File: config.mk
export PLATFORM = sky130hd
export DESIGN_NAME = axil_ps_bridge
export DESIGN_NICKNAME = d
export VERILOG_FILES = /design/src/rtl/ps_pkg.sv /design/src/rtl/ps_req_fifo.sv /design/src/rtl/axil_ps_bridge.sv
export SDC_FILE = /design/constraint.sdc
export NUM_CORES = 2
export LEC_CHECK = 0
export ABC_AREA = 1
export CAP_MARGIN = 5
export CORE_MARGIN = 1
export CORE_UTILIZATION = 44
export DETAILED_ROUTE_END_ITERATION = 16
export PLACE_DENSITY = 0.67
export RECOVER_POWER = 100
export SETUP_SLACK_MARGIN = 0.15
export SYNTH_ARGS = -nofsm -noshare
export SYNTH_HDL_FRONTEND = slang
export SYNTH_HIERARCHICAL = 1
export SYNTH_SLANG_ARGS = --single-unit
File: constraint.sdc
create_clock -name clk -period 5.8 [get_ports clk]
set_input_delay 1.16 -clock clk [delete_from_list [all_inputs] [get_ports clk]]
set_output_delay 1.16 -clock clk [all_outputs]
set_load 0.05 [all_outputs]
File: src/rtl/ps_pkg.sv
// Shared types and constants for the AXI-Lite to parameter-store request bridge.
// Request records are packed MSB-first as {we, addr, data}.
package ps_pkg;

    localparam logic [1:0] RESP_OKAY = 2'b00;

    typedef enum logic {
        GRANT_READ  = 1'b0,
        GRANT_WRITE = 1'b1
    } grant_e;

    function automatic int req_width(input int addr_w, input int data_w);
        return 1 + addr_w + data_w;
    endfunction

endpackage

File: src/rtl/ps_req_fifo.sv
// First-word-fall-through request FIFO; the head entry is visible on dout_o whenever empty_o is low.
// A push while full is dropped, so the caller must gate pushes with full_o.
module ps_req_fifo #(
    parameter int WIDTH = 37,
    parameter int DEPTH = 64
) (
    input  logic             clk,
    input  logic             rst_n,
    input  logic             push_i,
    input  logic [WIDTH-1:0] din_i,
    input  logic             pop_i,
    output logic [WIDTH-1:0] dout_o,
    output logic             full_o,
    output logic             empty_o
);
    localparam int PW = $clog2(DEPTH);
    localparam logic [PW:0] PTR_ONE = 1;

    logic [WIDTH-1:0] mem_q [DEPTH];
    logic [PW:0]      wr_ptr_q, rd_ptr_q;
    logic             do_push, do_pop;

    // Extra pointer MSB distinguishes full from empty when the indices match.
    assign full_o  = (wr_ptr_q[PW] != rd_ptr_q[PW]) && (wr_ptr_q[PW-1:0] == rd_ptr_q[PW-1:0]);
    assign empty_o = (wr_ptr_q == rd_ptr_q);
    assign do_push = push_i && !full_o;
    assign do_pop  = pop_i && !empty_o;
    assign dout_o  = mem_q[rd_ptr_q[PW-1:0]];

    always_ff @(posedge clk or negedge rst_n) begin
        if (!rst_n) begin
            wr_ptr_q <= '0;
            rd_ptr_q <= '0;
        end else begin
            if (do_push) wr_ptr_q <= wr_ptr_q + PTR_ONE;
            if (do_pop)  rd_ptr_q <= rd_ptr_q + PTR_ONE;
        end
    end

    always_ff @(posedge clk) begin
        if (do_push) mem_q[wr_ptr_q[PW-1:0]] <= din_i;
    end

endmodule

File: src/rtl/axil_ps_bridge.sv
// AXI-Lite slave that merges posted writes and single-outstanding reads into one in-order PS request stream.
// AW+W or AR to ps_req_valid: 2 cycles; ps_rsp to rvalid: 1 cycle; a full FIFO or an unaccepted B holds the AXI inputs.
module axil_ps_bridge
    import ps_pkg::*;
#(
    parameter int ADDR_WIDTH = 4,
    parameter int DATA_WIDTH = 32,
    parameter int FIFO_DEPTH = 64
) (
    input  logic                  clk,
    input  logic                  rst_n,
    input  logic [ADDR_WIDTH-1:0] waddr,
    input  logic                  wavalid,
    output logic                  waready,
    input  logic [DATA_WIDTH-1:0] wdata,
    input  logic                  wvalid,
    output logic                  wready,
    output logic [1:0]            bresp,
    output logic                  bvalid,
    input  logic                  bready,
    input  logic [ADDR_WIDTH-1:0] raddr,
    input  logic                  arvalid,
    output logic                  arready,
    output logic [DATA_WIDTH-1:0] rdata,
    output logic [1:0]            rresp,
    output logic                  rvalid,
    input  logic                  rready,
    output logic                  ps_req_valid,
    input  logic                  ps_req_ready,
    output logic                  ps_req_we,
    output logic [ADDR_WIDTH-1:0] ps_req_addr,
    output logic [DATA_WIDTH-1:0] ps_req_data,
    input  logic                  ps_rsp_valid,
    output logic                  ps_rsp_ready,
    input  logic [DATA_WIDTH-1:0] ps_rsp_data
);
    localparam int REQ_W = req_width(ADDR_WIDTH, DATA_WIDTH);

    logic                  aw_held_q, aw_held_d, w_held_q, w_held_d, ar_held_q, ar_held_d;
    logic [ADDR_WIDTH-1:0] aw_addr_q, ar_addr_q;
    logic [DATA_WIDTH-1:0] w_data_q, rdata_q;
    logic                  rd_out_q, rd_out_d, bvalid_q, bvalid_d, rvalid_q, rvalid_d;
    grant_e                last_grant_q, last_grant_d;

    logic             aw_hs, w_hs, ar_hs, rsp_hs, r_hs;
    logic             fifo_full, fifo_empty, wr_elig, rd_elig, grant_wr, grant_rd;
    logic [REQ_W-1:0] push_dat, head_dat;

    assign waready      = !aw_held_q;
    assign wready       = !w_held_q;
    assign arready      = !ar_held_q && !rd_out_q;
    assign bvalid       = bvalid_q;
    assign bresp        = RESP_OKAY;
    assign rvalid       = rvalid_q;
    assign rresp        = RESP_OKAY;
    assign rdata        = rdata_q;
    assign ps_rsp_ready = !rvalid_q;
    assign ps_req_valid = !fifo_empty;
    assign {ps_req_we, ps_req_addr, ps_req_data} = head_dat;

    assign aw_hs  = wavalid && waready;
    assign w_hs   = wvalid && wready;
    assign ar_hs  = arvalid && arready;
    // Responses arriving with no read outstanding are dropped.
    assign rsp_hs = ps_rsp_valid && ps_rsp_ready && rd_out_q;
    assign r_hs   = rvalid_q && rready;

    assign wr_elig = aw_held_q && w_held_q && !fifo_full && (!bvalid_q || bready);
    assign rd_elig = ar_held_q && !fifo_full;

    always_comb begin
        grant_wr = wr_elig;
        grant_rd = rd_elig;
        if (wr_elig && rd_elig) begin
            grant_wr = (last_grant_q == GRANT_READ);
            grant_rd = (last_grant_q == GRANT_WRITE);
        end
    end

    assign push_dat = grant_wr ? {1'b1, aw_addr_q, w_data_q}
                               : {1'b0, ar_addr_q, {DATA_WIDTH{1'b0}}};

    always_comb begin
        aw_held_d    = (aw_held_q && !grant_wr) || aw_hs;
        w_held_d     = (w_held_q && !grant_wr) || w_hs;
        ar_held_d    = (ar_held_q && !grant_rd) || ar_hs;
        rd_out_d     = (rd_out_q && !r_hs) || ar_hs;
        bvalid_d     = grant_wr || (bvalid_q && !bready);
        rvalid_d     = rsp_hs || (rvalid_q && !rready);
        last_grant_d = last_grant_q;
        if (grant_wr) last_grant_d = GRANT_WRITE;
        if (grant_rd) last_grant_d = GRANT_READ;
    end

    always_ff @(posedge clk or negedge rst_n) begin
        if (!rst_n) begin
            aw_held_q    <= 1'b0;
            w_held_q     <= 1'b0;
            ar_held_q    <= 1'b0;
            rd_out_q     <= 1'b0;
            bvalid_q     <= 1'b0;
            rvalid_q     <= 1'b0;
            last_grant_q <= GRANT_READ;
            aw_addr_q    <= '0;
            ar_addr_q    <= '0;
            w_data_q     <= '0;
            rdata_q      <= '0;
        end else begin
            aw_held_q    <= aw_held_d;
            w_held_q     <= w_held_d;
            ar_held_q    <= ar_held_d;
            rd_out_q     <= rd_out_d;
            bvalid_q     <= bvalid_d;
            rvalid_q     <= rvalid_d;
            last_grant_q <= last_grant_d;
            if (aw_hs)  aw_addr_q <= waddr;
            if (ar_hs)  ar_addr_q <= raddr;
            if (w_hs)   w_data_q  <= wdata;
            if (rsp_hs) rdata_q   <= ps_rsp_data;
        end
    end

    ps_req_fifo #(
        .WIDTH (REQ_W),
        .DEPTH (FIFO_DEPTH)
    ) u_fifo (
        .clk     (clk),
        .rst_n   (rst_n),
        .push_i  (grant_wr || grant_rd),
        .din_i   (push_dat),
        .pop_i   (ps_req_valid && ps_req_ready),
        .dout_o  (head_dat),
        .full_o  (fifo_full),
        .empty_o (fifo_empty)
    );

endmodule

Word level (Yosys, flattened, before mapping)
Memory sizes are Yosys's and may differ from the RTL's. Index checks and enable logic that the tools add are counted.

Output and inout bits: 80. Flip-flop bits (word level): 93. Bits in read-only memories: 0. Memory bits (writable): 2368. Latch bits: 0. Memories kept: 1.

Memory list: u_fifo.mem_q (depth 64, width 37, read ports 1, clocked after Yosys merged registers in 0, wr ports 1, RTL line ps_req_fifo.sv:19) `logic [WIDTH-1:0] mem_q [DEPTH];`.

Reduce and logical (&&, ||, !) cells: 44. Divide/modulo/power cells: 0. Equality and inequality tests: 3. Shift operators: 0. $mul: 0. $lt $le $gt $ge: 0. Bitwise logic cells: 1. Add/sub/neg operators: 2. Muxes and demuxes: 7.

Operators with widths (number): 37-bit two-way mux (1); 1-bit logical AND (22); 7-bit by 1-bit adder with 7-bit output, second input constant (2); 1-bit zero test (13); 1-bit logical OR (8); 7-bit == test (1); 6-bit == test (1); 1-bit two-way mux (6); 2-bit nonzero test (1); 1-bit inequality test (1); 1-bit inverter (1).

Longest topological paths before layout
Depth after elaboration: 11. Mapped depth: 16. Gate-level depth less buffers: 12.

Hierarchy
The synthesis kept the hierarchy.

By module, submodules not included: ps_req_fifo (cells each 9705, instances 1, area each 101302.2 um^2, sequential area each 71458.5 um^2); axil_ps_bridge (cells each 402, instances 1, area each 3455.8 um^2, sequential area each 1976.9 um^2).

Worst setup path after synthesis
Ideal clock, no wire load.

Path kind: input port to flip-flop. Start: input port bready. End: memory u_fifo.mem_q[0][0] (enable). Slack: 1.662 ns. Required time: 5.369 ns. Stages on the path: 7. Buffers on the path: 1. Library setup time: 0.431 ns. Arrival time: 3.707 ns. Cell sequence: inv_1 > nand2_1 > nand2_1 > nand2_1 > buf_1 > nand3_1 > nor2_1.

Cells in the longest elaborated chain, start to end: 8. Elaborated cells on any way between the ends: 9. Classes of those cells: mux (4); reduce/logical (5).

RTL lines: start, declared (RTL line axil_ps_bridge.sv:20) `input logic bready,`; 1-bit logical OR (*) (RTL line axil_ps_bridge.sv:68) `assign wr_elig = aw_held_q && w_held_q && !fifo_full && (!bvalid_q || bready);`; 1-bit logical AND (*) (RTL line axil_ps_bridge.sv:68); 1-bit logical AND (RTL line axil_ps_bridge.sv:74) `if (wr_elig && rd_elig) begin`; 1-bit two-way mux (RTL line axil_ps_bridge.sv:74); 1-bit logical OR (*) (RTL line axil_ps_bridge.sv:129) `.push_i (grant_wr || grant_rd),`; 1-bit logical AND (*) (RTL line ps_req_fifo.sv:26) `assign do_push = push_i && !full_o;`; 1-bit two-way mux (*) (RTL line ps_req_fifo.sv:41) `if (do_push) mem_q[wr_ptr_q[PW-1:0]] <= din_i;`; 1-bit two-way mux (implied by the code) (*) (RTL line ps_req_fifo.sv:41); end, declared (RTL line ps_req_fifo.sv:19).

Mark *: on every way between the ends. The rest lies on a longest branch, timed or not.

Worst setup path in the final report
Start: register u_fifo.rd_ptr_q[2]. End: output port ps_req_data[24].

Cells in the longest elaborated chain, start to end: 1.

RTL lines: start, declared (RTL line ps_req_fifo.sv:20) `logic [PW:0] wr_ptr_q, rd_ptr_q;`; start signal, assigned (RTL line ps_req_fifo.sv:36) `if (do_pop) rd_ptr_q <= rd_ptr_q + PTR_ONE;`; memory 64 x 37 bit; end, declared (RTL line axil_ps_bridge.sv:32) `output logic [DATA_WIDTH-1:0] ps_req_data,`.

No other way between the ends.

==> results_tabular.tex <==
\begin{tabular}{lr}
\hline
Metric & Value \\
\hline
\multicolumn{2}{l}{\textbf{STA}} \\
Number of setup violations in the final report & 0 \\
Slew at the pin with the worst max-slew slack & 3.41 ns \\
Fin Clk Skew & 0.0439 ns \\
Total Negative Setup Slacks & 0 ns \\
Unrepaired setup endpoints after global routing & false \\
Highest attainable clock frequency & 177 MHz \\
Min Tclk post-route & 5.65 ns \\
Worst max-slew margin expressed relative to the limit & -1.27 \\
Fin. max-slew vios & 2,286 \\
Final hold violations & 0 \\
Final period util & 0.974 \\
\multicolumn{2}{l}{\textbf{Power and ir drop}} \\
Portion of total power attributed to combinational logic & 0.374 \\
Leak Pwr & 48.5 nW \\
Final Power & 62.0 mW \\
Sequential group share of total power & 0.383 \\
Internal Power & 37.2 mW \\
Ratio of total power to cell area & 527 nW/um2 \\
Switching share of power & 0.399 \\
Sw Pwr & 24.7 mW \\
Relative contribution of the clock network to total power & 0.244 \\
VDD IR max & 512 uV \\
\multicolumn{2}{l}{\textbf{Worst setup path}} \\
RR Startpoint & u\_fifo/rd\_ptr\_q[0]\$\_DFFE\_PN0P\_ \\
Critical Path Fanout Max & 122 \\
Required arrival time at the worst endpoint & 4.64 ns \\
Worst setup path category & reg -> out \\
Number of cells on the worst reg-to-reg path & 12 \\
Capture instance of the worst register-to-register path & u\_fifo/mem\_q[24][30]\$\_DFFE\_PP\_ \\
Setup slack of the most critical reg-to-reg path & 0.36 ns \\
Launching instance or port of the critical path & u\_fifo/rd\_ptr\_q[2]\$\_DFFE\_PN0P\_ \\
Worst setup path endpoint & ps\_req\_data[24] \\
Kind of start point of the critical path & register \\
Arrival time worst endpoint & 4.49 ns \\
Element type at the critical path end & primary output \\
\multicolumn{2}{l}{\textbf{GRT}} \\
Antenna violations before repair & 5 \\
Number of global-route vias before repair & 68,500 \\
Sum of overflow across all layers after global routing & 0 \\
Pin count of the biggest net entering global routing & 185 \\
First-pass GRT wire length & 423 mm \\
Total routing resource utilization after global routing & 0.231 \\
\multicolumn{2}{l}{\textbf{Synthesis}} \\
Area contributors post-synth & edfxtp\_1, nand2\_1, nand3\_1, inv\_1, nor2\_1 \\
Share of async-settable or async-resettable flops after synthesis & 0.0378 \\
Synthesized area per cell & 10.4 um2 \\
Count of yosys warnings during synthesis & 6 \\
Most used DFF post-synth & edfxtp\_1 \\
Syn Std Cell Area & 105,000 um2 \\
Cell accounting for the most synthesized area & edfxtp\_1 \\
Number of synthesized flops with an enable pin & 2,368 \\
Portion of synthesized cell area occupied by the leading cell type & 0.679 \\
List of most frequent post-synthesis cells & nand2\_1, edfxtp\_1, inv\_1, nand3\_1, nor2\_1 \\
Synth Instances & 10,100 \\
Post-synthesis sequential area ratio & 0.701 \\
Cell with the most instances after synthesis & nand2\_1 \\
Count of distinct cell types in the synthesized netlist & 29 \\
Total of flip-flops plus latches after synthesis & 2,461 \\
\multicolumn{2}{l}{\textbf{Layout}} \\
Layout-stage area growth over the synthesis result & 12.3\% \\
Share of cells above drive strength 1 & 0.0652 \\
Final instance count without filler cells & 13,600 \\
Multi-input gate area in the final layout & 24,400 um2 \\
Final core utilization & 0.499 \\
Final Net Count & 10,300 \\
Register Area & 73,400 um2 \\
Number of filler cells placed in the layout & 20,600 \\
\multicolumn{2}{l}{\textbf{CTS}} \\
TritonCTS clock tree & done \\
Clock-pin slew reported for the worst setup and hold paths after clock tree synthesis & 0.06 ns \\
Root Driver & clkbuf\_16 \\
Number of CTS-inserted buffers & 238 \\
Clock sink count & 2,461 \\
Clk buf depth & 3 \\
Clock latency reported for the late side of the worst-skew pair & 0.88 ns \\
Max H-tree Level & 4 \\
Hold\_buf cts & 0 \\
\multicolumn{2}{l}{\textbf{Placed design}} \\
HPWL Detailed & 160 mm \\
Gp weighted congestion & 0.860 \\
\# placed instances & 13,100 \\
\# port buffers & 156 \\
\multicolumn{2}{l}{\textbf{Floorplan}} \\
Core Area & 236,000 um2 \\
Io pins & 161 \\
Area enclosed by the die boundary & 240,000 um2 \\
Overall die width & 490 um \\
Chip height & 490 um \\
\# rows & 178 \\
Effective utilization at floorplan & 0.444 \\
\multicolumn{2}{l}{\textbf{Worst hold path}} \\
Worst hold path class & reg -> reg \\
Hold Crit Start & aw\_addr\_q[3]\$\_DFFE\_PN0P\_ \\
\multicolumn{2}{l}{\textbf{Detailed routing}} \\
Routed len/inst & 20.8 um \\
Pre-antenna DRT Iters & 6 \\
Starting DRC count in detailed routing & 8,296 \\
Routed wire length & 282 mm \\
DR vias/cell & 5.25 \\
DRC violation count after routing & 0 \\
Vias after detailed routing & 71,200 \\
Detail Route Antenna Nets & 0 \\
\multicolumn{2}{l}{\textbf{Status}} \\
Run status & finished, violations left \\
Violated checks & capacitance limit, slew limit \\
\multicolumn{2}{l}{\textbf{Job}} \\
Number of maximum-capacitance constraint violations & 49 \\
\hline
\end{tabular}
[layout make-up]
cell class / instances / area share
clock inverter: 154 / 0.0114
inverter: 1306 / 0.0419
antenna: 7 / 0.000149
multi-input combinational: 5815 / 0.207
timing repair buffer: 373 / 0.0290
tap: 3150 / 0.0335
sequential: 2461 / 0.624
clock buffer: 291 / 0.0527
[layout by cell type, fill, tap and decap left out, types with 76 or more instances in the layout]
master	synthesis	routed
clkbuf_2	2	113
o21ai_0	256	256
clkbuf_16	0	240
clkbuf_1	215	77
nand2_1	3445	3439
dfrtp_1	93	89
a21oi_1	106	106
nand3_1	1071	1072
edfxtp_1	2368	2368
inv_1	1301	1297
clkdlybuf4s50_1	0	76
nor2_1	765	724
[registers in the layout, indices dropped and copies added (netlist names)]
| name | flops |
|---|---|
| rd_out_q | 1 |
| aw_held_q | 1 |
| u_fifo/wr_ptr_q | 7 |
| w_held_q | 1 |
| ar_held_q | 1 |
| u_fifo/mem_q | 2368 |
| w_data_q | 32 |
| rvalid | 1 |
| aw_addr_q | 4 |
| rdata | 32 |
| bvalid | 1 |
| u_fifo/rd_ptr_q | 7 |
| last_grant_q | 1 |
| ar_addr_q | 4 |
[routing by layer]
metal | global-route usage | part of all wire | vias up
li1 | - | - | 32900
met1 | 0.313 | 0.40 | 34500
met2 | 0.377 | 0.48 | 3311
met3 | 0.0356 | 0.089 | 470
met4 | 0.0840 | 0.033 | 2
met5 | 0 | 0.000046 | -
[power groups by stage]
stage	logic [mW]	clock network [mW]	registers, mW
floorplan	13.7	0	24.2
global placement	23.4	0	23.8
detailed placement	23.8	0	23.9
CTS	23.9	15.3	23.5
global route	24.9	15.9	23.8
finish	23.2	15.1	23.7
[critical path: stages (launching register included)]
cell,delay (ns)
dfrtp_4,0.48
buf_6,0.98
nor2_4,0.19
clkbuf_4,0.48
nand2_1,0.18
nand2_1,0.06
inv_1,0.10
nand2_1,0.11
nand2_1,0.15
nand2_1,0.11
inv_1,0.07
nand2_1,0.28
buf_12,0.27
[through the flow]
step	instance area [um2]	setup WS [ns]	hold slack [ns]
2_1_floorplan	105000	1.66	0.442
3_3_place_gp	111000	1.21	0.468
3_5_place_dp	111000	1.19	0.475
4_1_cts	119000	0.270	0.340
5_1_grt	118000	0.109	0.505
6_report	118000	0.148	0.484
[kinds of logic after synthesis]
family,after synthesis,share of synthesized area
DFF,2461,0.701
buffers and inverters,1834,0.0694
xor gates and xnor gates,17,0.00142
adders and majority gates,2,0.000239
AOI/OAI and AO/OA,435,0.0211
other,1,0.0000358
and+or+nand+nor,5357,0.207
[timing repair]
item	4_1_cts	5_1_grt
endpoints found under the hold margin	0	0
setup endpoints to repair	0	2
setup buffers	0	1
resized for setup	0	1
[worst min-delay path by stage]
stage                                     to  slack [ns]  cells past startpoint
detailed placement  ar_addr_q[3]$_DFFE_PN0P_        0.48                      2
finish              aw_addr_q[3]$_DFFE_PN0P_        0.48                      2
CTS                    rdata[24]$_DFFE_PN0P_        0.34                      1
global route        aw_addr_q[3]$_DFFE_PN0P_        0.50                      2
global placement    ar_addr_q[2]$_DFFE_PN0P_        0.47                      2
floorplan           ar_addr_q[0]$_DFFE_PN0P_        0.44                      2
(Power assumes the default switching activity.)
